--- src/rtl/figo_room_tracker.sv ---
// Registers the Figo room controller's proposed room, checks it against the legal ring
// Room0->Room1->Room2->Room3->Room0 and keeps per-room dwell, lap and sticky error status.
module figo_room_tracker #(
  parameter int LAP_W   = 8,
  parameter int DWELL_W = 8,
  parameter int TIMEOUT = 200
) (
  input  logic               clk,
  input  logic               reset,
  input  logic               step_en,
  input  logic [2:0]         next_state,
  input  logic               clear_err,
  output logic [2:0]         current_state,
  output logic [3:0]         room_onehot,
  output logic               lap_done,
  output logic [LAP_W-1:0]   lap_count,
  output logic [DWELL_W-1:0] dwell,
  output logic               err_illegal,
  output logic               err_timeout
);

  typedef enum logic [2:0] {
    ROOM0 = 3'b000,
    ROOM1 = 3'b001,
    ROOM2 = 3'b010,
    ROOM3 = 3'b011
  } room_t;

  localparam logic [DWELL_W-1:0] DWELL_MAX  = {DWELL_W{1'b1}};
  localparam logic [DWELL_W-1:0] DWELL_ONE  = {{(DWELL_W-1){1'b0}}, 1'b1};
  localparam logic [DWELL_W-1:0] TIMEOUT_M1 = DWELL_W'(TIMEOUT - 1);
  localparam logic [LAP_W-1:0]   LAP_MAX    = {LAP_W{1'b1}};
  localparam logic [LAP_W-1:0]   LAP_ONE    = {{(LAP_W-1){1'b0}}, 1'b1};

  room_t              state_r;
  room_t              state_nxt;
  room_t              succ_s;
  logic               advance_s;
  logic               illegal_s;
  logic               lap_s;
  logic               cross_s;
  logic [DWELL_W-1:0] dwell_nxt;

  // Room state register
  always_ff @(posedge clk or posedge reset) begin
    if (reset) begin
      state_r <= ROOM0;
    end else begin
      state_r <= state_nxt;
    end
  end

  // Successor in the ring and transition classification
  always_comb begin
    succ_s    = ROOM0;
    state_nxt = state_r;
    advance_s = 1'b0;
    illegal_s = 1'b0;
    case (state_r)
      ROOM0:   succ_s = ROOM1;
      ROOM1:   succ_s = ROOM2;
      ROOM2:   succ_s = ROOM3;
      ROOM3:   succ_s = ROOM0;
      default: succ_s = ROOM0;
    endcase
    if (step_en) begin
      if (next_state == state_r) begin
        state_nxt = state_r;
      end else if (next_state == succ_s) begin
        // succ_s[2] is always 0, so codes 4..7 can never match here
        advance_s = 1'b1;
        state_nxt = succ_s;
      end else begin
        illegal_s = 1'b1;
      end
    end else begin
      state_nxt = state_r;
    end
  end

  // Counter next values; an advance suppresses a same-cycle timeout crossing
  always_comb begin
    lap_s     = advance_s && (state_r == ROOM3);
    dwell_nxt = dwell;
    if (advance_s) begin
      dwell_nxt = {DWELL_W{1'b0}};
    end else if (dwell != DWELL_MAX) begin
      dwell_nxt = dwell + DWELL_ONE;
    end else begin
      dwell_nxt = dwell;
    end
    cross_s = !advance_s && (dwell == TIMEOUT_M1);
  end

  // Lap, dwell and sticky error registers; a new set event beats clear_err
  always_ff @(posedge clk or posedge reset) begin
    if (reset) begin
      lap_done    <= 1'b0;
      lap_count   <= {LAP_W{1'b0}};
      dwell       <= {DWELL_W{1'b0}};
      err_illegal <= 1'b0;
      err_timeout <= 1'b0;
    end else begin
      lap_done <= lap_s;
      if (lap_s && (lap_count != LAP_MAX)) begin
        lap_count <= lap_count + LAP_ONE;
      end else begin
        lap_count <= lap_count;
      end
      dwell <= dwell_nxt;
      if (illegal_s) begin
        err_illegal <= 1'b1;
      end else if (clear_err) begin
        err_illegal <= 1'b0;
      end else begin
        err_illegal <= err_illegal;
      end
      if (cross_s) begin
        err_timeout <= 1'b1;
      end else if (clear_err) begin
        err_timeout <= 1'b0;
      end else begin
        err_timeout <= err_timeout;
      end
    end
  end

  assign current_state = state_r;

  // One-hot decode of the room register
  always_comb begin
    room_onehot = 4'b0001;
    case (state_r)
      ROOM0:   room_onehot = 4'b0001;
      ROOM1:   room_onehot = 4'b0010;
      ROOM2:   room_onehot = 4'b0100;
      ROOM3:   room_onehot = 4'b1000;
      default: room_onehot = 4'b0001;
    endcase
  end

endmodule

--- config.mk ---
export PLATFORM = sky130hd
export DESIGN_NAME = figo_room_tracker
export DESIGN_NICKNAME = d
export VERILOG_FILES = /design/src/rtl/figo_room_tracker.sv
export SDC_FILE = /design/constraint.sdc
export NUM_CORES = 1
export LEC_CHECK = 0
export CORE_MARGIN = 5
export CORE_UTILIZATION = 46
export DETAILED_ROUTE_END_ITERATION = 10
export GPL_TIMING_DRIVEN = 0
export PLACE_DENSITY_LB_ADDON = 0.12
export SETUP_SLACK_MARGIN = 0.15
export SLEW_MARGIN = 20
export SYNTH_ARGS = -nofsm -noshare
export SYNTH_HDL_FRONTEND = slang
export SYNTH_SLANG_ARGS = --single-unit
--- constraint.sdc ---
create_clock -name clk -period 2.5 [get_ports clk]
set_input_delay 0.375 -clock clk [delete_from_list [all_inputs] [get_ports clk]]
set_output_delay 0.375 -clock clk [all_outputs]
set_load 0.005 [all_outputs]
# Word level (Yosys, flattened, before mapping)
# Index checks and enable logic that the tools add are counted.
[op_classes]
n_addsub = 2
multipliers = 0
n_div = 0
order_cmp = 0
eq_ne = 8
shift = 0
muxes = 13
n_bitwise = 1
reduce_logical = 9
[ops]
columns = ["cell", "n"]
rows = [
  ["8-bit by 1-bit adder with 8-bit output (second input constant)", 2],
  ["8-bit two-way mux", 2],
  ["8-bit inequality test (second input constant)", 2],
  ["4-bit case mux with 3 select lines", 1],
  ["1-bit two-way mux", 9],
  ["8-bit equality test (second input constant)", 1],
  ["3-bit by 2-bit equality test with 1-bit output (second input constant)", 2],
  ["3-bit equality test", 2],
  ["2-bit case mux with 3 select lines", 1],
  ["2-bit nonzero test", 3],
  ["3-bit by 1-bit equality test with 1-bit output (second input constant)", 1],
  ["1-bit logical AND", 3],
  ["3-bit zero test", 1],
  ["3-bit AND reduction", 1],
  ["1-bit zero test", 1],
  ["1-bit NOT", 1],
]
[word_totals]
reg_bits = 22
latch_bits = 0
mem_bits_rw = 0
mem_bits_ro = 0
input_bits = 7
output_inout_bits = 26
n_memories = 0

# Depth between registers and ports, before layout
[logic_depth]
ltp_word = 9
ltp_mapped = 7

# Least setup slack after synthesis
# OpenSTA, ideal clock, no wires.
[synth_timing]
kind = "register -> register"
from = "register state_r[0], in the netlist current_state[0]"
to = "register lap_count[1]"
t_arrival_ns = 1.824
required_ns = 2.373
path_slack_ns = 0.548
path_stages_with_launch = 7
n_path_buf = 0
period_less_slack_ns = 1.952
cell_sequence = "dfrtp_1 > inv_1 > ha_1 > xnor2_1 > nand2b_1 > nor4_4 > mux2_1"
[synth_between]
elab_chain_len = 8
[synth_lines]
columns = ["item", "line", "rtl"]
rows = [
  ["from (decl)", "35", "room_t state_r;"],
  ["from (signal assigned)", "49", "state_r <= state_nxt;"],
  ["3-bit by 2-bit equality test with 1-bit output, or another cell as far along", "59", "case (state_r)"],
  ["2-bit case mux with 3 select lines (*)", "59", ""],
  ["named net succ_s[1]", "37", "room_t succ_s;"],
  ["3-bit equality test (*)", "69", "end else if (next_state == succ_s) begin"],
  ["1-bit two-way mux (*)", "69", ""],
  ["1-bit two-way mux (*)", "67", "if (next_state == state_r) begin"],
  ["1-bit two-way mux (*)", "66", "if (step_en) begin"],
  ["1-bit logical AND (*)", "83", "lap_s = advance_s && (state_r == ROOM3);"],
  ["1-bit logical AND (*)", "105", "if (lap_s && (lap_count != LAP_MAX)) begin"],
  ["to (signal assigned)", "99", "lap_count <= {LAP_W{1'b0}};"],
  ["to (signal assigned)", "106", "lap_count <= lap_count + LAP_ONE;"],
  ["to (signal assigned)", "108", "lap_count <= lap_count;"],
  ["to (decl)", "16", "output logic [LAP_W-1:0] lap_count,"],
]
# Mark *: on every way through the listed nets, which the timed path passes. The rest lies on a longest branch.
# A chain may end at the register's enable or synchronous reset.

# Worst setup path after layout
[layout_timing]
from = "register state_r[0], in the netlist current_state[0]"
to = "register lap_count[7]"
# Same word-level chain as after synthesis.

==> out/qor.txt <==
met3 GRT Util = 3.24%
core area = 2410 µm²
final RePlAce weighted congestion = 0.690
Final Max Tran Viols = 0
total global routing overflow = 0
reg-to-reg slack, setup = 0.35 ns
hold buffers post-CTS = 0
worst-case clock skew = 0.00255 ns
die width = 59.7 µm
Worst Path Buf+Inv = 1
status = finished clean
clock buffer depth = 2
# IOs = 33
Remaining DRCs = 0
Cells after Synth = 109
Die ar. = 3570 µm²
Max Clk Rate = 465 MHz
Seq/Total Area, Yosys = 46.2%
Post-CTS Resized = 0
CTS Root Cell = clkbuf_4
pwr/cell area = 969 nW/µm²
commonest cells after routing, fill and taps aside = clkdlybuf4s50_1 (31), dfrtp_1 (21), nor2_1 (11)
share of cells above drive strength 1 = 6.94%
setup repair after global routing missed its margin = false
post-synthesis mux area share = 2.75%
setup bufs post-CTS = 0
Crit. End Element = flop
Final Hold Vio Count = 0
pin count of the biggest net entering global routing = 22
Slew @ Worst Pin = 0.782 ns
met1 Track Usage GR = 19.2%
Rel. slew slack = 47.8%
CP required = 2.69 ns
Initial DRC Count = 8
CTS Sinks = 21
Global Route Usage Sum = 14.3%
dpl cell area = 1490 µm²
die height = 59.7 µm
Startpoint Class = flop
CP max-delay cell = dfrtp_1
Antenna Cells = 0
main combinational cell family by area after synthesis = simple AND/OR/NAND/NOR gates
critical path class = flop to flop
crit-path cells = inv_1, ha_1, xnor2_1, nand2b_1, nor3_2, and3_1, a31oi_1
vias in the first global route = 853
DRT Wirelength = 2220 µm
Max rail drop VDD = 593 µV
busiest grt layer = met2
number of port buffers = 31
final setup margin = 0.349 ns
GRT met2 Usage = 21.6%
H-tree depth = 1
final setup TNS = 0 ns
starting density of the core = 47.2%
fraction of the mapped netlist area in adder cells = 8.80%
P&R area growth vs syn = 32.9%
CP Max Fanout = 8
Inserted Clock Buffers = 3
nets@finish = 160
first-pass GRT wire length = 3800 µm
leakage = 0.661 nW
period utilisation layout = 86.1%
CTS tree = yes
Critical Path AT = 2.34 ns
yosys warns = 0
critical path's largest stage delay = 0.49 ns
Hold Crit Class = input port to asynchronous set/reset pin
Top Family by Delay on Critical Path = simple AND/OR/NAND/NOR gates
DR vias/cell = 5.14
worst hold margin = 0.515 ns
num rows = 18
Final Instance Area = 1510 µm²
MaxCap Viol Count = 0
ANT nets after route = 0
fin crit period = 2.15 ns
initial antenna violation count = 0
Synth Area in Simple Gates = 20.6%
Clk Latency, worst-skew pair = 0.30 ns
Syn Nets = 124
Yosys cell types = 31
DP Worst Slack = 0.341 ns
Synth Area in Compound Gates = 7.70%
xor/xnor share of the synthesized area = 10.0%
Pre-antenna DRT Iters = 4
cell area after synthesis = 1140 µm²
commonest non-fill, non-tap cell in the layout = clkdlybuf4s50_1
Seq cells post-synth = 21
final setup fails = 0
Util after Layout = 62.7%
average routed wire per standard cell = 12.8 µm
vias post-DR = 895
Post-DP HPWL = 1700 µm
CTS clock-pin slew for the worst setup and hold paths = 0.11 ns
Post-Syn Area per Cell = 10.4 µm²
[metal layers]
| metal | routed length (µm) | vias up |
|---|---|---|
| met1 | 1080 | 419 |
| met3 | 132 | 5 |
| met5 | 0 | - |
| met2 | 963 | 25 |
| li1 | - | 446 |
| met4 | 46 | 0 |
[cell type report]
class | count | area (µm²)
fillers | 218 | 898
multi-input cells | 80 | 571
flip-flops and latches | 21 | 526
repair buffers | 31 | 310
well taps | 30 | 37.5
clock buffers | 4 | 26.3
plain buffers | 3 | 22.5
inverters | 5 | 18.8
[synthesized netlist by cell type, drive strengths merged]
library cell	n	area [µm²]
dfrtp	21	526
nor2	11	41.3
ha	8	100
nand2	7	26.3
xnor2	7	61.3
nand4	6	37.5
xor2	6	52.6
and3	5	31.3
inv	5	18.8
nand3	5	25.0
o21ai	4	20.0
a31oi	3	18.8
buf	2	18.8
mux2i	2	20.0
nor3	2	15.0
o22ai	2	12.5
a211oi	1	7.51
a21oi	1	5.00
and2	1	6.26
and4b	1	10.0
clkbuf	1	3.75
conb	1	3.75
mux2	1	11.3
nand2b	1	6.26
nor4	1	21.3
o21bai	1	11.3
o31ai	1	12.5
or2	1	6.26
or4	1	7.51
[final timing paths]
kind                                   from      endpoint  depth (start not counted)
setup / recovery           current_state[0]  lap_count[7]                          7
hold / removal                        reset      dwell[7]                          2
setup reg to reg           current_state[0]  lap_count[7]                          7
hold reg to reg                lap_count[4]  lap_count[4]                          1
max in group asynchronous             reset  lap_count[6]                          2
min in group clk               lap_count[4]  lap_count[4]                          1
[flip-flops by register name (all words and copies together) (netlist names)]
signal,flops
current_state,2
err_timeout,1
lap_count,8
lap_done,1
err_illegal,1
dwell,8
[kinds of logic after synthesis]
| family | count (synthesis) |
|---|---|
| and+or+nand+nor | 42 |
| xor gates and xnor gates | 13 |
| DFF | 21 |
| AOI/OAI and AO/OA | 13 |
| other | 1 |
| adders and majority gates | 8 |
| muxes | 3 |
| buffers and inverters | 8 |
[report_power, final]
group / switching [W] / leakage, nW / internal [W]
registers: 0.000149 / 0.273 / 0.000444
clock network: 0.0000987 / 0.0150 / 0.0000622
logic: 0.000303 / 0.374 / 0.000409
total: 0.000550 / 0.661 / 0.000915
[through the flow]
step,std cells,total power [W]
floorplan,109,0.000957
global placement,170,0.00130
detailed placement,170,0.00132
CTS,174,0.00149
global route,174,0.00160
finish,174,0.00147
(Power assumes the default switching activity.)
